==> src/rtl/bootloader_ctrl_if.sv <==
// Bootloader-side bundle: UART byte stream, instruction-memory port and CPU status lines.
interface bootloader_ctrl_if;
    logic [7:0]  rx_data;
    logic        rx_valid;
    logic [7:0]  tx_data;
    logic        tx_start;
    logic        tx_busy;
    logic        MEM_we;
    logic [31:0] MEM_Waddr;
    logic [31:0] MEM_Wdata;
    logic        MemRead;
    logic [31:0] bl_dout;
    logic        cpu_hold;
    logic        bl_done;
    logic        bl_error;

    modport master (
        input  rx_data, rx_valid, tx_busy, bl_dout,
        output tx_data, tx_start, MEM_we, MEM_Waddr, MEM_Wdata, MemRead,
               cpu_hold, bl_done, bl_error
    );

    modport slave (
        output rx_data, rx_valid, tx_busy, bl_dout,
        input  tx_data, tx_start, MEM_we, MEM_Waddr, MEM_Wdata, MemRead,
               cpu_hold, bl_done, bl_error
    );
endinterface

==> src/rtl/bootloader_ctrl.sv <==
// UART bootloader: receives a length-prefixed image, writes it into instruction
// memory, reads it back to verify the checksum, then releases the CPU.
//
// state  | meaning
// IDLE   | waiting for the 0xA5 sync byte
// CNT_LO | receiving word-count low byte
// CNT_HI | receiving word-count high byte, range check
// DATA   | assembling little-endian words and writing them
// CSUM   | receiving the expected checksum byte
// VERIFY | reading back one word per cycle into the readback sum
// CHECK  | comparing rx sum, readback sum and expected checksum
// RESP   | sending 'K' once the transmitter is free
// DONE   | image accepted, CPU released, all input ignored
// ERR    | sending 'E' once the transmitter is free, then back to IDLE
module bootloader_ctrl #(
    parameter int MAX_WORDS      = 8001,
    parameter int TIMEOUT_CYCLES = 1000000
) (
    input  logic              clk,
    input  logic              reset,
    bootloader_ctrl_if.master bus
);
    localparam int TW = $clog2(TIMEOUT_CYCLES + 1);
    localparam logic [TW-1:0] TMO_LOAD = TW'(TIMEOUT_CYCLES - 1);

    typedef enum logic [3:0] {
        IDLE, CNT_LO, CNT_HI, DATA, CSUM, VERIFY, CHECK, RESP, DONE, ERR
    } state_t;

    state_t        state, state_nxt;
    logic [15:0]   word_cnt;
    logic [15:0]   wr_idx;
    logic [15:0]   rd_idx;
    logic [1:0]    byte_idx;
    logic [23:0]   word_sr;
    logic [7:0]    rx_sum, rb_sum, exp_sum;
    logic [TW-1:0] tmo_cnt;

    logic [7:0]    tx_data_q;
    logic [31:0]   waddr_q, wdata_q;
    logic          tx_start_q, mem_we_q, cpu_hold_q, bl_done_q, bl_error_q;

    logic [15:0]   cnt_full;
    logic          timed, tmo_hit, last_byte, last_word, rb_last, sums_ok;

    assign cnt_full  = {bus.rx_data, word_cnt[7:0]};
    assign timed     = state inside {CNT_LO, CNT_HI, DATA, CSUM};
    assign tmo_hit   = timed && !bus.rx_valid && (tmo_cnt == '0);
    assign last_byte = (byte_idx == 2'd3);
    assign last_word = (wr_idx == word_cnt - 16'd1);
    assign rb_last   = (rd_idx == word_cnt - 16'd1);
    assign sums_ok   = (rx_sum == rb_sum) && (rb_sum == exp_sum);

    // State register.
    always_ff @(posedge clk) begin
        if (reset) state <= IDLE;
        else       state <= state_nxt;
    end

    // Next-state decode; an expired inter-byte timer overrides everything.
    always_comb begin
        state_nxt = state;
        case (state)
            IDLE:   if (bus.rx_valid && bus.rx_data == 8'hA5) state_nxt = CNT_LO;
            CNT_LO: if (bus.rx_valid) state_nxt = CNT_HI;
            CNT_HI: begin
                if (bus.rx_valid) begin
                    if (int'(cnt_full) > MAX_WORDS) state_nxt = ERR;
                    else if (cnt_full == 16'd0)      state_nxt = CSUM;
                    else                             state_nxt = DATA;
                end
            end
            DATA:   if (bus.rx_valid && last_byte && last_word) state_nxt = CSUM;
            CSUM:   if (bus.rx_valid) state_nxt = (word_cnt == 16'd0) ? CHECK : VERIFY;
            VERIFY: if (rb_last) state_nxt = CHECK;
            CHECK:  state_nxt = sums_ok ? RESP : ERR;
            RESP:   if (!bus.tx_busy) state_nxt = DONE;
            ERR:    if (!bus.tx_busy) state_nxt = IDLE;
            DONE:   state_nxt = DONE;
            default: state_nxt = IDLE;
        endcase
        if (tmo_hit) state_nxt = ERR;
    end

    // Datapath and registered outputs; the write strobe trails the 4th byte by one cycle.
    always_ff @(posedge clk) begin
        if (reset) begin
            word_cnt   <= '0;
            wr_idx     <= '0;
            rd_idx     <= '0;
            byte_idx   <= '0;
            word_sr    <= '0;
            rx_sum     <= '0;
            rb_sum     <= '0;
            exp_sum    <= '0;
            tmo_cnt    <= TMO_LOAD;
            tx_data_q  <= '0;
            tx_start_q <= 1'b0;
            mem_we_q   <= 1'b0;
            waddr_q    <= '0;
            wdata_q    <= '0;
            cpu_hold_q <= 1'b1;
            bl_done_q  <= 1'b0;
            bl_error_q <= 1'b0;
        end else begin
            tx_start_q <= 1'b0;
            mem_we_q   <= 1'b0;
            if (bus.rx_valid)                   tmo_cnt <= TMO_LOAD;
            else if (timed && tmo_cnt != '0)    tmo_cnt <= tmo_cnt - TW'(1);
            case (state)
                IDLE: begin
                    if (bus.rx_valid && bus.rx_data == 8'hA5) begin
                        wr_idx     <= '0;
                        byte_idx   <= '0;
                        rx_sum     <= '0;
                        rb_sum     <= '0;
                        bl_error_q <= 1'b0;
                    end
                end
                CNT_LO: if (bus.rx_valid) word_cnt <= {8'h00, bus.rx_data};
                CNT_HI: if (bus.rx_valid) word_cnt <= cnt_full;
                DATA: begin
                    if (bus.rx_valid) begin
                        word_sr  <= {bus.rx_data, word_sr[23:8]};
                        rx_sum   <= rx_sum + bus.rx_data;
                        byte_idx <= byte_idx + 2'd1;
                        if (last_byte) begin
                            mem_we_q <= 1'b1;
                            waddr_q  <= {16'h0000, wr_idx};
                            wdata_q  <= {bus.rx_data, word_sr};
                            wr_idx   <= wr_idx + 16'd1;
                        end
                    end
                end
                CSUM: begin
                    if (bus.rx_valid) begin
                        exp_sum <= bus.rx_data;
                        rd_idx  <= '0;
                    end
                end
                VERIFY: begin
                    rb_sum <= rb_sum + bus.bl_dout[7:0] + bus.bl_dout[15:8]
                                     + bus.bl_dout[23:16] + bus.bl_dout[31:24];
                    rd_idx <= rd_idx + 16'd1;
                end
                RESP: begin
                    if (!bus.tx_busy) begin
                        tx_start_q <= 1'b1;
                        tx_data_q  <= 8'h4B;
                        cpu_hold_q <= 1'b0;
                        bl_done_q  <= 1'b1;
                    end
                end
                ERR: begin
                    if (!bus.tx_busy) begin
                        tx_start_q <= 1'b1;
                        tx_data_q  <= 8'h45;
                        bl_error_q <= 1'b1;
                    end
                end
                default: ;
            endcase
        end
    end

    assign bus.tx_data   = tx_data_q;
    assign bus.tx_start  = tx_start_q;
    assign bus.MEM_we    = mem_we_q;
    assign bus.MEM_Wdata = wdata_q;
    assign bus.MemRead   = (state == VERIFY);
    assign bus.MEM_Waddr = (state == VERIFY) ? {16'h0000, rd_idx} : waddr_q;
    assign bus.cpu_hold  = cpu_hold_q;
    assign bus.bl_done   = bl_done_q;
    assign bus.bl_error  = bl_error_q;
endmodule

==> src/flat_wrapper.sv <==
// flat-port wrapper written by rule: the top's interface ports become plain ports
module bootloader_ctrl_flat 
#(
    parameter int MAX_WORDS      = 8001,
    parameter int TIMEOUT_CYCLES = 1000000
)
  (clk, reset, bus_rx_data, bus_rx_valid, bus_tx_busy, bus_bl_dout, bus_tx_data, bus_tx_start, bus_MEM_we, bus_MEM_Waddr, bus_MEM_Wdata, bus_MemRead, bus_cpu_hold, bus_bl_done, bus_bl_error);
  bootloader_ctrl_if bus_i ();
  input  logic clk;
  input  logic reset;
  input wire logic [$bits(bus_i.rx_data)-1:0] bus_rx_data;
  input wire logic [$bits(bus_i.rx_valid)-1:0] bus_rx_valid;
  input wire logic [$bits(bus_i.tx_busy)-1:0] bus_tx_busy;
  input wire logic [$bits(bus_i.bl_dout)-1:0] bus_bl_dout;
  output wire logic [$bits(bus_i.tx_data)-1:0] bus_tx_data;
  output wire logic [$bits(bus_i.tx_start)-1:0] bus_tx_start;
  output wire logic [$bits(bus_i.MEM_we)-1:0] bus_MEM_we;
  output wire logic [$bits(bus_i.MEM_Waddr)-1:0] bus_MEM_Waddr;
  output wire logic [$bits(bus_i.MEM_Wdata)-1:0] bus_MEM_Wdata;
  output wire logic [$bits(bus_i.MemRead)-1:0] bus_MemRead;
  output wire logic [$bits(bus_i.cpu_hold)-1:0] bus_cpu_hold;
  output wire logic [$bits(bus_i.bl_done)-1:0] bus_bl_done;
  output wire logic [$bits(bus_i.bl_error)-1:0] bus_bl_error;
  assign bus_i.rx_data = bus_rx_data;
  assign bus_i.rx_valid = bus_rx_valid;
  assign bus_i.tx_busy = bus_tx_busy;
  assign bus_i.bl_dout = bus_bl_dout;
  assign bus_tx_data = bus_i.tx_data;
  assign bus_tx_start = bus_i.tx_start;
  assign bus_MEM_we = bus_i.MEM_we;
  assign bus_MEM_Waddr = bus_i.MEM_Waddr;
  assign bus_MEM_Wdata = bus_i.MEM_Wdata;
  assign bus_MemRead = bus_i.MemRead;
  assign bus_cpu_hold = bus_i.cpu_hold;
  assign bus_bl_done = bus_i.bl_done;
  assign bus_bl_error = bus_i.bl_error;
  bootloader_ctrl #(.MAX_WORDS(MAX_WORDS), .TIMEOUT_CYCLES(TIMEOUT_CYCLES)) u_core (.clk(clk), .reset(reset), .bus(bus_i));
endmodule
==> config.mk <==
export PLATFORM = sky130hd
export DESIGN_NAME = bootloader_ctrl_flat
export DESIGN_NICKNAME = d
export VERILOG_FILES = /design/src/rtl/bootloader_ctrl_if.sv /design/src/rtl/bootloader_ctrl.sv /design/src/flat_wrapper.sv
export SDC_FILE = /design/constraint.sdc
export NUM_CORES = 1
export LEC_CHECK = 0
export ABC_CLOCK_PERIOD_IN_PS = 5570
export CAP_MARGIN = 20
export CORE_MARGIN = 2
export CORE_UTILIZATION = 45
export CTS_CLUSTER_SIZE = 14
export DETAILED_ROUTE_END_ITERATION = 8
export PLACE_DENSITY = 0.79
export SLEW_MARGIN = 20
export SYNTH_ARGS = -nofsm -noshare
export SYNTH_HDL_FRONTEND = slang
export SYNTH_SLANG_ARGS = --single-unit
export TNS_END_PERCENT = 10
==> constraint.sdc <==
create_clock -name clk -period 5.57 [get_ports clk]
set_input_delay 1.114 -clock clk [delete_from_list [all_inputs] [get_ports clk]]
set_output_delay 1.114 -clock clk [all_outputs]
set_load 0.02 [all_outputs]
=== After elaboration in Yosys (flattened, before gate mapping) ===
Cells that the tools add are included.

* Add/subtract/negate cells: 10
* $mul: 0
* Div/mod/pow operators: 0
* $lt $le $gt $ge: 1
* Equality and inequality tests: 33
* Shifts and indexed selects: 0
* Mux-type cells: 39
* Bitwise operators: 5
* Reduce and logical (&&, ||, !) cells: 39

{| class="wikitable"
|+ Operators by type and width
! operator !! number
|-
| 16-bit two-way mux || 7
|-
| 16-bit one-hot mux with 2 select lines || 3
|-
| 8-bit one-hot mux with 2 select lines || 3
|-
| 4-bit two-way mux || 11
|-
| 8-bit adder || 5
|-
| 4-bit one-hot mux with 10 select lines || 1
|-
| 16-bit by 1-bit adder with 16-bit output, second input constant || 2
|-
| 16-bit == test || 2
|-
| 16-bit logical NOT || 2
|-
| 8-bit two-way mux || 4
|-
| 20-bit logical NOT || 1
|-
| 20-bit nonzero test || 1
|-
| 20-bit by 1-bit subtractor with 20-bit output, second input constant || 1
|-
| 3-bit by 2-bit inequality test with 1-bit output, second input constant || 6
|-
| 3-bit AND reduction || 6
|-
| 4-bit by 3-bit == test with 1-bit output, second input constant || 4
|-
| 8-bit == test || 2
|-
| 16-bit by 13-bit > comparator with 1-bit output, second input constant || 1
|-
| 8-bit AND reduction || 2
|-
| 16-bit by 1-bit subtractor with 16-bit output, second input constant || 1
|-
| 2-bit inequality test, second input constant || 7
|-
| 2-bit nonzero test || 6
|-
| 2-bit AND reduction || 5
|-
| 4-bit by 2-bit == test with 1-bit output, second input constant || 2
|-
| 20 further kinds || 42
|}

* Bits in registers: 183
* Latch bits: 0
* Memory bits (writable): 0
* Memory bits (read-only): 0
* Output and inout port bits: 78
* Logic and storage cells: 147
* Memories: 0

=== Longest topological paths before layout ===
* Depth after elaboration: 6
* Mapped depth: 16
* Depth with buffers taken out: 16

=== Worst setup path before layout ===
OpenSTA, ideal clock, no wires.

* Path kind: input port to flip-flop
* From: input port bus_bl_dout[1]
* To: register u_core.rb_sum[7]
* Data arrival time: 4,183 ps
* Required time: 5,500 ps
* Path slack: 1,317 ps
* Stages: 14
* Cell sequence: inv_1 fa_1 fa_1 fa_1 inv_1 ha_1 fa_1 a21o_1 a21oi_1 o21bai_1 a21oi_1 xnor2_1 nand2_1 a21oi_1

* Word-level cells in the longest chain between the ends: 5

{| class="wikitable"
|+ RTL lines
! element !! RTL line !! text
|-
| from (decl) || flat_wrapper.sv:14 || <nowiki>input wire logic [$bits(bus_i.bl_dout)-1:0] bus_bl_dout;</nowiki>
|-
| 8-bit adder (2 in series) || bootloader_ctrl.sv:142 || <nowiki>rb_sum <= rb_sum + bus.bl_dout[7:0] + bus.bl_dout[15:8]</nowiki>
|-
| 8-bit adder (2 in series) || bootloader_ctrl.sv:143 || <nowiki>+ bus.bl_dout[23:16] + bus.bl_dout[31:24];</nowiki>
|-
| 8-bit one-hot mux with 2 select lines || bootloader_ctrl.sv:110 || <nowiki>case (state)</nowiki>
|-
| to (signal assigned) || bootloader_ctrl.sv:142 ||
|-
| to (decl) || bootloader_ctrl.sv:36 || <nowiki>logic [7:0] rx_sum, rb_sum, exp_sum;</nowiki>
|}

No other way between the ends.
A chain may end at the register's enable or synchronous reset.

=== Worst setup path in the final report ===
Ends and elaborated chain as after synthesis.

==> qor.yml <==
post_cts_resized: 0
crit_arrival_ps: 4870
first_pass_grt_wire_length_um: 40400
post_drt_wl_per_cell_um: 15.5
finalCriticalPeriod_ps: 4510
final_cell_mix: "sky130_fd_sc_hd__nand2_1, sky130_fd_sc_hd__dfxtp_1, sky130_fd_sc_hd__a21oi_1"
max-vdd-ir-drop_mv: 0.205
placement.io_buffers: 102
worstSkewPairLatency_ps: 440
seq_power_share_pct: 45.2
cts.hold.buffers_added: 0
worst_slew_pin_slew_ps: 1090
post_layout_nonfiller_instances: 1597
clock-sinks: 178
timing.fmax_mhz: 222
tritoncts: "built"
critPathRequiredTime_ps: 5930
std_cell_rows: 53
cellInternalPower_mw: 2.02
postRouteWirelength_um: 24800
first_iter_violations: 820
antenna_violating_nets_post_route: 0
floorplan.initialDensity_pct: 46.0
power.leakage_nw: 4.21
post_synth_num_cell_types: 69
die_span_in_x_um: 151
count_of_fill_cells_added_during_filler_insertion: 1952
synth_edf_count: 0
clock_tree.htree_level_count: 4
cts.repair_timing.setup_buffer_count: 0
synth.ff_latch_count: 178
core_area_um2: 21200
status: "complete, no violations"
ioPinCount: 122
commonest_non_fill_non_tap_cell_in_the_layout: "sky130_fd_sc_hd__nand2_1"
power.share.combinational_pct: 9.4
finalHoldViolations: 0
drt_first_pass_iters: 5
netlist_instances: 1266
antenna-diode-count: 0
power.clock.fraction_pct: 45.4
tritoncts.num_buffers: 17
synth_area_um2: 9730
nNetsFinal: 1396
viasPerCell: 5.55
floorplan.die_area_um2: 22800
timing.setup.tns_ps: 0
grt_antenna_before_repair: 0
fp.dieH_um: 151
setup.worst_path.class: "primary input to flop"
area_growth_pct: 17.0
layout-drive-gt1-share_pct: 4.92
avgSynthCellArea_um2: 7.69
setup.worst_path.start_class: "primary input"
synth_warnings: 0
cts.path.max_buffers: 2
overflow: 0
timing.critical_path.to_type: "flop"
cts-root-buf: "sky130_fd_sc_hd__clkbuf_16"
total_switching_power_mw: 0.794
ys_seq_area_share_pct: 36.6
synth_top_flop_cell: "sky130_fd_sc_hd__dfxtp_1"
worstPathMaxFanout: 2
cap_viol_max_count: 0
post-place-cells: 1565
hold_class: "flop to flop"
max_slew_margin_pct: 27.5
power.density_nw_per_um2: 247
setup_viol_count_final: 0
fin_crit_sh_pct: 81.0
number_of_global_route_vias_before_repair: 8235
switch_share_pct: 28.2
asyncSetResetFlopFracSynth_pct: 0
place.gp.congestion: 0.941
hpwlAfterDp_um: 17000
grt_start_max_net_pins: 90
timing.clock.skew_ps: 10.4
timing.final.max_slew_violations: 0
num_vias: 8861
path_clk_slew_ps: 90
drc: 0
grt_setup_unrepaired: "false"
grt_use_total_pct: 22.0
## state kept, by name, summed over array words and instances, names as in the netlist, 3 cells and up
name                  flops
u_core.bus.MEM_Wdata     32
u_core.bus.tx_data        3
u_core.exp_sum            8
u_core.rb_sum             8
u_core.rd_idx            16
u_core.rx_sum             8
u_core.state              4
u_core.tmo_cnt           20
u_core.waddr_q           16
u_core.word_cnt          16
u_core.word_sr           24
u_core.wr_idx            16
## through the flow
| step | total power [mW] | cell area (µm²) | hold slack, ps | worst slack, ps | util [%] |
|---|---|---|---|---|---|
| 3_3_place_gp | 1.56 | 10800 | 438 | 694 | 50.8 |
| 4_1_cts | 2.84 | 11400 | 458 | 1040 | 53.8 |
| 2_1_floorplan | 1.50 | 9800 | 432 | 1320 | - |
| 6_report | 2.82 | 11400 | 455 | 1060 | 53.8 |
| 5_1_grt | 2.92 | 11400 | 475 | 840 | 53.8 |
| 3_5_place_dp | 1.57 | 10800 | 444 | 594 | 50.8 |
## cells in the mapped netlist (6+ instances only)
cell	instances	share of area, %
sky130_fd_sc_hd__a21o_1	10	0.77
sky130_fd_sc_hd__a21oi_1	132	6.8
sky130_fd_sc_hd__a22oi_1	8	0.62
sky130_fd_sc_hd__and2_1	6	0.39
sky130_fd_sc_hd__and3_1	10	0.64
sky130_fd_sc_hd__buf_1	11	0.42
sky130_fd_sc_hd__buf_4	22	1.7
sky130_fd_sc_hd__clkbuf_1	70	2.7
sky130_fd_sc_hd__dfxtp_1	178	37
sky130_fd_sc_hd__fa_1	21	4.3
sky130_fd_sc_hd__ha_1	22	2.8
sky130_fd_sc_hd__inv_1	59	2.3
sky130_fd_sc_hd__mux2_2	6	0.69
sky130_fd_sc_hd__nand2_1	281	11
sky130_fd_sc_hd__nand2b_1	7	0.45
sky130_fd_sc_hd__nand3_1	55	2.8
sky130_fd_sc_hd__nand4_1	17	1.1
sky130_fd_sc_hd__nor2_1	95	3.7
sky130_fd_sc_hd__nor3_1	30	1.5
sky130_fd_sc_hd__nor3b_1	8	0.62
sky130_fd_sc_hd__nor4_1	10	0.64
sky130_fd_sc_hd__o211ai_1	7	0.54
sky130_fd_sc_hd__o21ai_0	13	0.67
sky130_fd_sc_hd__or3_1	14	0.90
sky130_fd_sc_hd__or4_1	6	0.46
sky130_fd_sc_hd__xnor2_1	49	4.4
sky130_fd_sc_hd__xor2_1	36	3.2
## metal layers
layer  routed length (µm)  up-vias  share of wire, %  track usage, %
met3                 1570       46               6.3            3.98
met2                11700      332                47            35.9
li1                     -     4284                 -               -
met5                    0        -                 0               0
met4                  474        0               1.9            6.92
met1                11000     4199                45            29.7
## critical path: stages
cell and delay (ps):
sky130_fd_sc_hd__clkdlybuf4s50_1 450, sky130_fd_sc_hd__inv_1 50, sky130_fd_sc_hd__fa_1 560, sky130_fd_sc_hd__fa_1 440
sky130_fd_sc_hd__fa_1 510, sky130_fd_sc_hd__inv_1 40, sky130_fd_sc_hd__ha_1 220, sky130_fd_sc_hd__fa_1 400
sky130_fd_sc_hd__a21o_1 180, sky130_fd_sc_hd__a21oi_1 230, sky130_fd_sc_hd__o21bai_1 100, sky130_fd_sc_hd__a21oi_1 170
sky130_fd_sc_hd__xnor2_1 140, sky130_fd_sc_hd__nand2_1 70, sky130_fd_sc_hd__a21oi_1 190
## path summary, 6_finish.rpt
check,startpoint,cells after the start,to,slack [ps]
min reg2reg,u_core.word_sr[3],2,u_core.bus.MEM_Wdata[3],460
max reg2reg,u_core.word_cnt[2],9,u_core.state[0],2140
max,bus_bl_dout[1],15,u_core.rb_sum[7],1060
min,u_core.word_sr[3],2,u_core.bus.MEM_Wdata[3],460
## logic make-up after synthesis
| family | synth area share (%) |
|---|---|
| buffers and inverters | 7.41 |
| AND/OR/NAND/NOR | 26.5 |
| AO/OA/AOI/OAI | 13.3 |
| XOR/XNOR | 7.88 |
| flip-flops | 36.6 |
| multiplexers | 1.11 |
| other | 0.0385 |
| adder cells (fa/ha/maj) | 7.15 |
## final cells by class
type,instances,area (µm²),share of cell area [%]
Tap cell,275,344,3.02
Multi-Input combinational cell,939,5520,48.5
Inverter,60,225,1.98
Timing Repair Buffer,113,1100,9.67
Clock buffer,17,425,3.73
Clock inverter,15,209,1.83
Sequential cell,178,3560,31.3
## power by group through the flow
stage	clock network [mW]	registers, mW	logic (mW)
6_report	1.28	1.27	0.265
4_1_cts	1.30	1.27	0.268
3_5_place_dp	0	1.30	0.267
3_3_place_gp	0	1.30	0.259
5_1_grt	1.35	1.27	0.303
2_1_floorplan	0	1.30	0.203
No activity file was read; power rests on OpenSTA's default activity.
